===== config.mk =====
export PLATFORM = sky130hd
export DESIGN_NAME = ifetch_32_flat
export DESIGN_NICKNAME = d
export VERILOG_FILES = /design/src/rtl/ifetch_pkg.sv /design/src/rtl/ifetch_32_if.sv /design/src/rtl/ifetch_queue.sv /design/src/rtl/ifetch_32.sv /design/src/flat_wrapper.sv
export SDC_FILE = /design/constraint.sdc
export NUM_CORES = 1
export LEC_CHECK = 0
export ABC_CLOCK_PERIOD_IN_PS = 8900
export BUFFER_PORTS_ARGS = -buffer_cell sky130_fd_sc_hd__buf_2
export CAP_MARGIN = 10
export CELL_PAD_IN_SITES_DETAIL_PLACEMENT = 0
export CELL_PAD_IN_SITES_GLOBAL_PLACEMENT = 2
export CORE_ASPECT_RATIO = 0.6
export CORE_MARGIN = 2
export CORE_UTILIZATION = 40
export CTS_CLUSTER_SIZE = 28
export DETAILED_ROUTE_END_ITERATION = 12
export PLACE_DENSITY = 0.95
export SETUP_SLACK_MARGIN = 0.1
export SLEW_MARGIN = 0
export SYNTH_ARGS = -nofsm -noshare
export SYNTH_HDL_FRONTEND = slang
export SYNTH_SLANG_ARGS = --single-unit

===== constraint.sdc =====
create_clock -name clk -period 8.9 [get_ports clk]
set_input_delay 0.445 -clock clk [delete_from_list [all_inputs] [get_ports clk]]
set_output_delay 0.445 -clock clk [all_outputs]
set_load 0.02 [all_outputs]

===== src/rtl/ifetch_pkg.sv =====
// ifetch_pkg: shared types and constants for the instruction fetch stage
package ifetch_pkg;
    typedef enum logic [1:0] {S_IDLE, S_WAIT, S_DROP} fetch_state_t;
    localparam int DEPTH_DEFAULT = 2;
    localparam logic [31:0] NOP_INSTR = 32'h0000_0000;
endpackage


===== src/rtl/ifetch_32_if.sv =====
// ifetch_32_if: instruction-memory and decode-side handshakes of the fetch stage
interface ifetch_32_if #(parameter int AW = 32);
    logic          imem_req;
    logic [AW-1:0] imem_addr;
    logic          imem_gnt;
    logic          imem_rvalid;
    logic [31:0]   imem_rdata;
    logic [31:0]   instruction;
    logic [AW-1:0] instr_pc;
    logic          instr_valid;
    logic          dec_ready;
    modport master (
        output imem_req, imem_addr, instruction, instr_pc, instr_valid,
        input  imem_gnt, imem_rvalid, imem_rdata, dec_ready
    );
    modport slave (
        input  imem_req, imem_addr, instruction, instr_pc, instr_valid,
        output imem_gnt, imem_rvalid, imem_rdata, dec_ready
    );
endinterface


===== src/rtl/ifetch_queue.sv =====
// ifetch_queue: small FIFO of {pc, instruction} entries with synchronous clear
module ifetch_queue #(
    parameter int DEPTH = 2,
    parameter int W = 64,
    localparam int PW = $clog2(DEPTH),
    localparam int CW = PW + 1
) (
    input  logic          clk,
    input  logic          reset,
    input  logic          clear,
    input  logic          push,
    input  logic          pop,
    input  logic [W-1:0]  din,
    output logic [W-1:0]  head,
    output logic [CW-1:0] count
);
    logic [W-1:0]  mem [DEPTH];
    logic [PW-1:0] wptr, rptr;
    always_ff @(posedge clk or negedge reset) begin
        if (!reset) begin
            wptr  <= '0;
            rptr  <= '0;
            count <= '0;
        end else if (clear) begin
            wptr  <= '0;
            rptr  <= '0;
            count <= '0;
        end else begin
            if (push) wptr <= wptr + 1'b1;
            if (pop) rptr <= rptr + 1'b1;
            count <= count + CW'(push) - CW'(pop);
        end
    end
    // storage needs no reset: the head is masked by the caller while empty
    always_ff @(posedge clk)
        if (push && !clear) mem[wptr] <= din;
    assign head = mem[rptr];
endmodule


===== src/rtl/ifetch_32.sv =====
// ifetch_32: one-outstanding-read instruction fetch with flush and a decode queue
module ifetch_32
    import ifetch_pkg::*;
#(
    parameter int DEPTH = DEPTH_DEFAULT,
    parameter int AW = 32
) (
    input  logic          clk,
    input  logic          reset,
    input  logic [AW-1:0] addr,
    input  logic          flush,
    output logic          pc_advance,
    ifetch_32_if.master   bus
);
    localparam int CW = $clog2(DEPTH) + 1;
    fetch_state_t  state, state_nx;
    logic [AW-1:0] req_pc;
    logic [CW-1:0] count;
    logic [AW+31:0] head;
    logic room, gnt, push, pop;
    // the outstanding read counts against queue space so a push never overflows
    assign room = (count + CW'(state == S_WAIT)) < CW'(DEPTH);
    assign bus.imem_req = reset && state == S_IDLE && room && !flush;
    assign bus.imem_addr = addr;
    assign gnt = bus.imem_req && bus.imem_gnt;
    assign pc_advance = gnt;
    assign push = state == S_WAIT && bus.imem_rvalid && !flush;
    assign pop = bus.instr_valid && bus.dec_ready;
    assign bus.instr_valid = count != '0;
    assign bus.instruction = bus.instr_valid ? head[31:0] : NOP_INSTR;
    assign bus.instr_pc = bus.instr_valid ? head[AW+31:32] : '0;
    always_comb
        state_nx = state == S_IDLE ? (gnt ? S_WAIT : S_IDLE) :
                   bus.imem_rvalid ? S_IDLE :
                   (state == S_WAIT && !flush) ? S_WAIT : S_DROP;
    always_ff @(posedge clk or negedge reset) begin
        if (!reset) begin
            state  <= S_IDLE;
            req_pc <= '0;
        end else begin
            state <= state_nx;
            if (gnt) req_pc <= addr;
        end
    end
    ifetch_queue #(.DEPTH(DEPTH), .W(AW + 32)) u_queue (
        .clk   (clk),
        .reset (reset),
        .clear (flush),
        .push  (push),
        .pop   (pop),
        .din   ({req_pc, bus.imem_rdata}),
        .head  (head),
        .count (count)
    );
endmodule


===== src/flat_wrapper.sv =====
// flat-port wrapper written by rule: the top's interface ports become plain ports
module ifetch_32_flat import ifetch_pkg::*;
#(
    parameter int DEPTH = DEPTH_DEFAULT,
    parameter int AW = 32
)
  (clk, reset, addr, flush, pc_advance, bus_imem_req, bus_imem_addr, bus_instruction, bus_instr_pc, bus_instr_valid, bus_imem_gnt, bus_imem_rvalid, bus_imem_rdata, bus_dec_ready);
  ifetch_32_if #(.AW(AW)) bus_i ();
  input  logic clk;
  input  logic reset;
  input  logic [AW-1:0] addr;
  input  logic flush;
  output logic pc_advance;
  output wire logic [$bits(bus_i.imem_req)-1:0] bus_imem_req;
  output wire logic [$bits(bus_i.imem_addr)-1:0] bus_imem_addr;
  output wire logic [$bits(bus_i.instruction)-1:0] bus_instruction;
  output wire logic [$bits(bus_i.instr_pc)-1:0] bus_instr_pc;
  output wire logic [$bits(bus_i.instr_valid)-1:0] bus_instr_valid;
  input wire logic [$bits(bus_i.imem_gnt)-1:0] bus_imem_gnt;
  input wire logic [$bits(bus_i.imem_rvalid)-1:0] bus_imem_rvalid;
  input wire logic [$bits(bus_i.imem_rdata)-1:0] bus_imem_rdata;
  input wire logic [$bits(bus_i.dec_ready)-1:0] bus_dec_ready;
  assign bus_imem_req = bus_i.imem_req;
  assign bus_imem_addr = bus_i.imem_addr;
  assign bus_instruction = bus_i.instruction;
  assign bus_instr_pc = bus_i.instr_pc;
  assign bus_instr_valid = bus_i.instr_valid;
  assign bus_i.imem_gnt = bus_imem_gnt;
  assign bus_i.imem_rvalid = bus_imem_rvalid;
  assign bus_i.imem_rdata = bus_imem_rdata;
  assign bus_i.dec_ready = bus_dec_ready;
  ifetch_32 #(.DEPTH(DEPTH), .AW(AW)) u_core (.clk(clk), .reset(reset), .addr(addr), .flush(flush), .pc_advance(pc_advance), .bus(bus_i));
endmodule

==> results_dict.tcl, run 1 <==
set metrics [dict create \
    status "completed" \
    rr_endpoint "u_core.u_queue.mem[1][41]" \
    clkTransAtPathRegs_ns 0.07 \
    power_density_nw_per_um2 295 \
    routed_via_density 4.60 \
    syn_nets 477 \
    rows 36 \
    core_area_um2 16300 \
    netlist_instances 405 \
    r2r_start "u_core.state[1]" \
    hpwl_mm 8.47 \
    cts_root_buf "clkbuf_16" \
    grt_max_degree 66 \
    rsz0062_at_grt "no" \
    cts_buffer_depth 2 \
    swShare 0.327 \
    totalWireLength_mm 12.9 \
    slew_viol_final 0 \
    maxCapViolCount 0 \
    synth_top_area_frac 0.575 \
    cts_buffers 17 \
    start_util 0.410 \
    finalSetupViolCount 0 \
    cts_resized 0 \
    drc_errors 0 \
    synth_top_area_cell "edfxtp_1" \
    postCtsHoldBufs 0 \
    synthSimpleGateAreaFrac 0.0483 \
    synth-edff-count 128 \
    crit_fanout 39 \
    start_kind "input pin" \
    crit_top_cell "buf_2" \
    nets 618 \
    r2r_slack_ns 6.46 \
    h-tree-depth 4 \
    ys_ff_latch 166 \
    num_vias 3623 \
    final_cell_area_um2 8080 \
    synth_cell_type_count 27 \
    worstPathCellList "buf_2 > buf_4 > nor2b_1 > and4b_2 > buf_2" \
    ios 169 \
    grt_remaining_overflow 0 \
    crit_slowest_cell "and4b_2" \
    antenna_found_initial 1 \
    finalCritPeriodShare 0.340 \
    grt.total_usage 0.145 \
    die_w_um 171 \
    finalHoldViolations 0 \
    crit_type "in2out" \
    cpPeakStageDelay_ns 1.04 \
    fin_worst_skew_ns 0.00961 \
    rr_worst_depth 4 \
    syn_area_um2 6690 \
    ys_async_sr_fraction 0.229 \
    antenna_cells 0 \
    drive_gt1_frac 0.436 \
    cts_tree "done" \
    pwr-share-seq 0.454 \
    avgSynthCellArea_um2 16.5 \
    placed_cell_area_um2 7500 \
    yosysMostFrequentCell "edfxtp_1" \
    die_area_um2 17800 \
    grt_pass1_vias 3613 \
    ant_nets 0 \
    postCtsSetupBuffers 0 \
    synth_top_family_by_area "multiplexers" \
    timing.critical_path.required_ns 8.46 \
    synthFlopType "edfxtp_1" \
    place.port_buffers 168 \
    synth_compound_area_frac 0.00411 \
    ys_warn_count 0 \
    slew_headroom 0.217 \
    synthTopCellsByArea "edfxtp_1 (57%), dfrtp_1 (14%), mux2i_1 (9.6%)" \
    die_y_um 104 \
    fin_tns_setup_ns 0 \
    hold_class "in2async" \
    crit_arrival_ns 2.58 \
    drtIter0Drc 188 \
    drt-pass1-iter-count 4 \
    wl_per_cell_um 16.3 \
    grt_pass1_wl_mm 19.5 \
    max_freq_mhz 331 \
    synthAdderAreaFrac 0.00374 \
    synth_xor_area_frac 0.00393 \
    p_int_mw 1.60 \
    period_minus_slack_ns 3.03 \
    irDropWorstVdd_v 0.000146 \
    p_leak_nw 3.22 \
    synth_mux_area_frac 0.165 \
    pwr-share-clk 0.295 \
    cts_sinks 166 \
    ys_seq_area_frac 0.717 \
    cp_top_family "simple AND/OR/NAND/NOR gates" \
    crit_buf_inv 3 \
    p_sw_mw 0.778 \
    tightest_slew_ns 1.18 \
    clock_latency_ns 0.41 \
    endpoint_kind "output pin" \
    globalplace.congestion 0.692 \
    ys_top_cells_by_count "edfxtp_1 (128), nor2_1 (70), mux2i_1 (64)" \
    areaGrowthSynthToFinish_pct 20.8 \
    combPwrFrac 0.251 \
]
[per-layer routing]
metal  track usage  wire length (µm)  up-vias
met3        0.0407               872       11
met4        0.0345               103        2
met5             0                 9        -
li1              -                 -     1709
met2         0.221              5620      135
met1         0.208              6260     1766
[power by group through the flow]
stage               registers (mW)  logic, mW  clock network [mW]
CTS                           1.08      0.611               0.719
global placement              1.09      0.596                   0
detailed placement            1.10      0.608                   0
floorplan                     1.01      0.497                   0
finish                        1.08      0.599               0.702
global route                  1.10      0.648               0.751
[area by class of cell]
cell class | instances | area, µm²
clock buffers | 17 | 425
clock inverters | 15 | 155
fillers | 1429 | 8220
inverters | 4 | 15.0
multi-input cells | 185 | 1530
flip-flops and latches | 166 | 4800
well taps | 228 | 285
repair buffers | 172 | 871
[kinds of logic (layout without fill, tap and decap cells)]
family | after synthesis | after routing
flip-flops | 166 | 166
XOR/XNOR | 3 | 3
AO/OA/AOI/OAI | 5 | 5
AND/OR/NAND/NOR | 79 | 79
buffers and inverters | 54 | 208
adder cells (fa/ha/maj) | 2 | 2
multiplexers | 96 | 96
[through the flow]
step	instances	util	hold slack (ns)	worst slack, ns	power (mW)
after floorplan	405	-	0.149	5.02	1.50
after global placement	755	0.460	0.449	5.92	1.69
after detailed placement	755	0.460	0.461	5.81	1.71
after CTS	787	0.496	0.102	5.82	2.41
after global routing	787	0.496	0.130	5.66	2.50
final	787	0.496	0.0863	5.87	2.38
[state kept, by name (all words and copies together), names as in the netlist]
name and flops:
u_core.state 2, u_core.u_queue.wptr 1, u_core.u_queue.count 2, u_core.req_pc 32, u_core.u_queue.mem 128, u_core.u_queue.rptr 1
[how the worst max path moves through the flow]
stage	cells past startpoint	slack [ns]	end	from
3_5_place_dp	5	5.81	pc_advance	reset
3_3_place_gp	5	5.92	pc_advance	reset
4_1_cts	5	5.82	pc_advance	reset
2_1_floorplan	3	5.02	u_core.u_queue.mem[0][0]	flush
5_1_grt	5	5.66	pc_advance	reset
6_report	5	5.87	pc_advance	reset
[cell usage in the layout (no fill, tap or decap), types with 3 or more instances in the layout]
cell,synthesis,routed
edfxtp_1,128,128
inv_1,4,4
clkbuf_16,0,17
inv_8,0,5
mux2_2,4,4
mux2_4,28,28
dfrtp_1,38,37
mux2i_1,64,64
clkinvlp_4,0,3
buf_2,7,168
nor2_1,70,67
buf_4,32,4
nor2_4,0,3
inv_6,0,3
Note: power is estimated with default switching activity, not from simulation.
==> inputs of run 2 (changes only) <==
- ABC_AREA: unset -> 1
- ABC_CLOCK_PERIOD_IN_PS: 8900 -> 3000
- CORE_UTILIZATION: 40 -> 34
- PLACE_DENSITY: 0.95 -> 0.89
- clock period: 8.9 -> 3 ns (I/O delays scaled with it)
==> results_dict.tcl, run 2 <==
set metrics [dict create \
    rows 39 \
    cts_root_buf "clkbuf_16" \
    synth_cell_type_count 21 \
    num_vias 4611 \
    holdWs_ns 0.0117 \
    areaGrowthSynthToFinish_pct 28.0 \
    grt_remaining_overflow 0 \
    antenna_found_initial 1 \
    wl_per_cell_um 14.8 \
    hold_start "addr[28]" \
    crit_type "in2out" \
    finalHoldViolations 0 \
    reg_top3 "u_core.u_queue.mem x128, u_core.req_pc x32" \
    maxCapViolCount 0 \
    clock_latency_ns 0.41 \
    final_cell_mix "nand2_1 (201), buf_2 (168), edfxtp_1 (128), a21oi_1 (64), dlygate4sd3_1 (44)" \
    fin_worst_skew_ns 0.00935 \
    grt.total_usage 0.146 \
    globalplace.congestion 0.728 \
    clkTransAtPathRegs_ns 0.07 \
    crit_arrival_ns 2.20 \
    totalWireLength_mm 15.1 \
    grt_pass1_wl_mm 23.3 \
    ant_nets 0 \
    rsz0062_at_grt "no" \
    synth_top_area_cell "edfxtp_1" \
    r2r_start "u_core.state[1]" \
    hold_class "in2reg" \
    grt_pass1_vias 4500 \
    syn_area_um2 6690 \
    finalPower_mw 6.30 \
    whs_endpoint "u_core.req_pc[28]" \
    cts_buffers 17 \
    drive_gt1_frac 0.298 \
    start_util 0.349 \
    ys_warn_count 0 \
    synth-edff-count 128 \
    cts_tree "done" \
    p_leak_nw 3.71 \
    cts_resized 0 \
    ys_ff_latch 166 \
    die_y_um 113 \
    start_kind "input pin" \
    place.port_buffers 168 \
    holdPathStages 3 \
    postCtsSetupBuffers 0 \
    ys_top_cells_by_count "nand2_1 (201), edfxtp_1 (128), a21oi_1 (64)" \
    drtIter0Drc 231 \
    regMostFlops "u_core.u_queue.mem" \
    netlist_instances 563 \
    hpwl_mm 9.65 \
    power_density_nw_per_um2 735 \
    finalSetupViolCount 0 \
    synth_top_area_frac 0.574 \
    cts_sinks 166 \
    drt-pass1-iter-count 4 \
    period_minus_slack_ns 2.35 \
    rr_worst_depth 6 \
    synthFlopType "edfxtp_1" \
    fin_tns_setup_ns 0 \
    avgSynthCellArea_um2 11.9 \
    timing.critical_path.required_ns 2.85 \
    yosysMostFrequentCell "nand2_1" \
    h-tree-depth 4 \
    max_freq_mhz 426 \
    die_w_um 185 \
    num-fill-cells 1780 \
    die_area_um2 20900 \
    irDropWorstVdd_v 0.000371 \
    drc_errors 0 \
    slew_viol_final 0 \
    grt_max_degree 66 \
    ys_seq_area_frac 0.716 \
    syn_nets 635 \
    crit_fanout 34 \
    largest_register_ffs 128 \
    utilization 0.447 \
    ios 169 \
    rr_endpoint "u_core.u_queue.mem[0][5]" \
    postCtsHoldBufs 44 \
    finalCritPeriodShare 0.783 \
    endpoint_kind "output pin" \
    slew_headroom 0.518 \
    synthTopCellsByArea "edfxtp_1 (57%), dfrtp_1 (14%), nand2_1 (11%)" \
    r2r_slack_ns 1.10 \
    ys_async_sr_fraction 0.229 \
    core_area_um2 19200 \
    status "completed" \
    tightest_slew_ns 0.723 \
    nets 811 \
    final_common_cell "nand2_1" \
    cts_buffer_depth 2 \
    routed_via_density 4.53 \
]
run 2: changes by cell type after synthesis, sizes merged, moves of 7 or more:
cell / change
mux2: -32
a21oi: +62
nor2: -60
inv: +7
nand4: +32
buf: +16
mux2i: -64
nand2: +202
run 2: critical path, stage by stage:
cell           delay (ns)
dlygate4sd3_1        0.54
buf_2                0.15
inv_2                0.08
nand2_2              0.09
nor2_8               0.43
nand3_4              0.45
inv_2                0.12
buf_2                0.17
run 2: layer usage:
metal / vias up / wire length [µm] / part of all wire / GRT usage
li1: 2255 / - / - / -
met4: 0 / 93 / 0.0062 / 0.0323
met5: - / 0 / 0 / 0
met1: 2193 / 7330 / 0.49 / 0.202
met3: 10 / 799 / 0.053 / 0.0341
met2: 153 / 6840 / 0.45 / 0.234
run 2: cell families after synthesis:
kind of cell             synth area share
AO/OA/AOI/OAI                      0.0495
XOR/XNOR                          0.00131
adder cells (fa/ha/maj)           0.00374
buffers and inverters              0.0703
flip-flops                          0.716
AND/OR/NAND/NOR                     0.159
run 2: cell type report:
cell class              count  area [µm²]  share of cell area
clock inverters            15         151              0.0177
inverters                  11        41.3             0.00482
repair buffers            223        1360               0.159
diodes                      1        2.50            0.000292
clock buffers              17         425              0.0496
flip-flops and latches    166        4800               0.560
well taps                 266         333              0.0388
multi-input cells         320        1460               0.170
run 2: through the flow:
stage	setup WS, ns	cell area, µm²	std cells
after global routing	0.469	8570	1018
after floorplan	0.115	6710	563
after CTS	0.631	8570	1018
after detailed placement	1.07	7550	942
after global placement	1.12	7550	942
final	0.652	8570	1019
run 2: report_power, final:
part | switching, mW | leakage, nW | total (mW) | internal, mW
logic | 0.875 | 1.79 | 1.27 | 0.394
clock network | 0.968 | 0.286 | 2.08 | 1.11
registers | 0.153 | 1.64 | 2.95 | 2.79
run 2: how the worst max path moves through the flow:
stage | start | endpoint | slack [ns]
2_1_floorplan | u_core.state[1] | u_core.u_queue.mem[0][0] | 0.11
6_report | flush | pc_advance | 0.65
3_3_place_gp | u_core.u_queue.rptr | bus_instr_pc[12] | 1.12
5_1_grt | flush | pc_advance | 0.47
4_1_cts | u_core.u_queue.rptr | bus_instr_pc[13] | 0.63
3_5_place_dp | u_core.state[1] | u_core.u_queue.mem[0][1] | 1.07
==> inputs of run 3 (changes only) <==
- ABC_AREA: 1 -> 0
- ABC_CLOCK_PERIOD_IN_PS: 3000 -> 1900
- CORE_UTILIZATION: 34 -> 33
- PLACE_DENSITY: 0.89 -> 0.85
- clock period: 3 -> 1.9 ns (I/O delays scaled with it)
==> results_dict.tcl, run 3 (synthesized netlist as in run 1, its figures left out) <==
set metrics [dict create \
    rr_worst_depth 5 \
    worstPathCellList "buf_12 > mux2i_1 > nor2_1 > buf_4" \
    clock_latency_ns 0.42 \
    die_y_um 114 \
    cts_root_buf "clkbuf_16" \
    num_vias 3923 \
    finalHoldViolations 0 \
    worst_slack_ns 0.111 \
    cts_buffer_depth 2 \
    routed_via_density 4.30 \
    grt_pass1_wl_mm 22.3 \
    final_common_cell "buf_2" \
    cpPeakStageDelay_ns 0.58 \
    totalWireLength_mm 14.6 \
    fin_worst_skew_ns 0.00817 \
    holdWs_ns 0.108 \
    wl_per_cell_um 16.0 \
    crit_arrival_ns 1.69 \
    tightest_slew_ns 0.499 \
    rows 40 \
    grt.total_usage 0.138 \
    finalSetupViolCount 0 \
    p_leak_nw 3.64 \
    status "completed" \
    h-tree-depth 4 \
    timing.critical_path.required_ns 1.80 \
    reg_top3 "u_core.u_queue.mem x128, u_core.req_pc x32" \
    final_cells 913 \
    die_w_um 188 \
    areaGrowthSynthToFinish_pct 36.3 \
    final_cell_area_um2 9120 \
    core_area_um2 19900 \
    ios 169 \
    hold_class "in2reg" \
    pre_cts_ws_ns 0.178 \
    num-fill-cells 1828 \
    nets 699 \
    drc_errors 0 \
    crit_type "reg2out" \
    maxCapViolCount 0 \
    finalCritPeriodShare 0.941 \
    regMostFlops "u_core.u_queue.mem" \
    rsz0062_at_grt "yes" \
    cts_sinks 166 \
    crit_fanout 11 \
    ant_nets 0 \
    cts_tree "done" \
    dp_cells 808 \
    crit_slowest_cell "dfrtp_4" \
    final_cell_mix "buf_2 (166), edfxtp_1 (128), dlygate4sd3_1 (68), nor2_1 (67), mux2i_1 (58)" \
    slew_viol_final 0 \
    power_density_nw_per_um2 1290 \
    drt-pass1-iter-count 6 \
    max_freq_mhz 559 \
    irDropWorstVdd_v 0.000572 \
    holdPathStages 4 \
    largest_register_ffs 128 \
    slew_headroom 0.668 \
    period_minus_slack_ns 1.79 \
    grt_max_degree 47 \
    endpoint_kind "output pin" \
    utilization 0.458 \
    die_area_um2 21500 \
    drtIter0Drc 170 \
    place.port_buffers 168 \
    cts_buffers 17 \
    fin_tns_setup_ns 0 \
    clkTransAtPathRegs_ns 0.06 \
    finalPower_mw 11.8 \
    grt_pass1_vias 4113 \
    globalplace.congestion 0.734 \
    hpwl_mm 9.14 \
    grt_remaining_overflow 0 \
    start_kind "flip-flop" \
    drive_gt1_frac 0.411 \
    start_util 0.336 \
    antenna_found_initial 0 \
    antenna_cells 0 \
    placed_cell_area_um2 7680 \
]
run 3: cell count changes in the layout (fill, tap and decap cells not counted), sizes merged, moves of 2 or more:
| cell | delta |
|---|---|
| nand2 | -202 |
| dlygate4sd3 | +24 |
| nand4 | -32 |
| clkbuf | +6 |
| mux2 | +32 |
| buf | +3 |
| bufinv | +2 |
| nor3 | -2 |
| mux2i | +64 |
| a21oi | -62 |
| nor2 | +60 |
| inv | -15 |
run 3: path summary, 6_finish.rpt:
kind | start | to | slack [ns]
setup / recovery | u_core.u_queue.rptr | bus_instr_pc[17] | 0.11
hold / removal | bus_dec_ready | u_core.u_queue.rptr | 0.11
setup reg to reg | u_core.state[0] | u_core.req_pc[5] | 0.18
hold reg to reg | u_core.req_pc[9] | u_core.u_queue.mem[1][41] | 0.48
max in group asynchronous | reset | u_core.u_queue.rptr | 1.17
min in group asynchronous | reset | u_core.req_pc[8] | 0.34
run 3: layout make-up:
cell class              count  area, µm²  share of cell area
well taps                 273        342              0.0375
clock buffers              21        470              0.0516
inverters                   4       15.0             0.00165
repair buffers            253       1800               0.198
multi-input cells         185       1570               0.172
clock inverters            11        121              0.0133
flip-flops and latches    166       4800               0.526
run 3: routing by layer:
| layer | routed length [µm] | track usage | share of wire | vias up |
|---|---|---|---|---|
| met1 | 7100 | 0.182 | 0.48 | 1913 |
| met3 | 731 | 0.0420 | 0.050 | 12 |
| met5 | 0 | 0 | 0 | - |
| met2 | 6690 | 0.222 | 0.46 | 126 |
| li1 | - | - | - | 1872 |
| met4 | 119 | 0.0409 | 0.0081 | 0 |
run 3: power breakdown:
group / total, mW / internal [mW] / switching [mW]
combinational: 3.53 / 1.62 / 1.91
sequential: 4.82 / 4.48 / 0.347
clock: 3.42 / 2.04 / 1.38
run 3: worst max-delay path: cells and delay by family (launching register included):
kind,cells,cell delay [ns]
simple gates,1,0.20
mux,1,0.13
buf+inv,2,0.37
flops,1,0.58
run 3: timing repair:
action                     4_1_cts  5_1_grt
resized for setup                5       12
hold buffers                    68        0
pin swaps                        1        2
buffers inserted                 1        1
hold endpoints to repair       139        0
cloned                           1        2
setup endpoints to repair       22       22
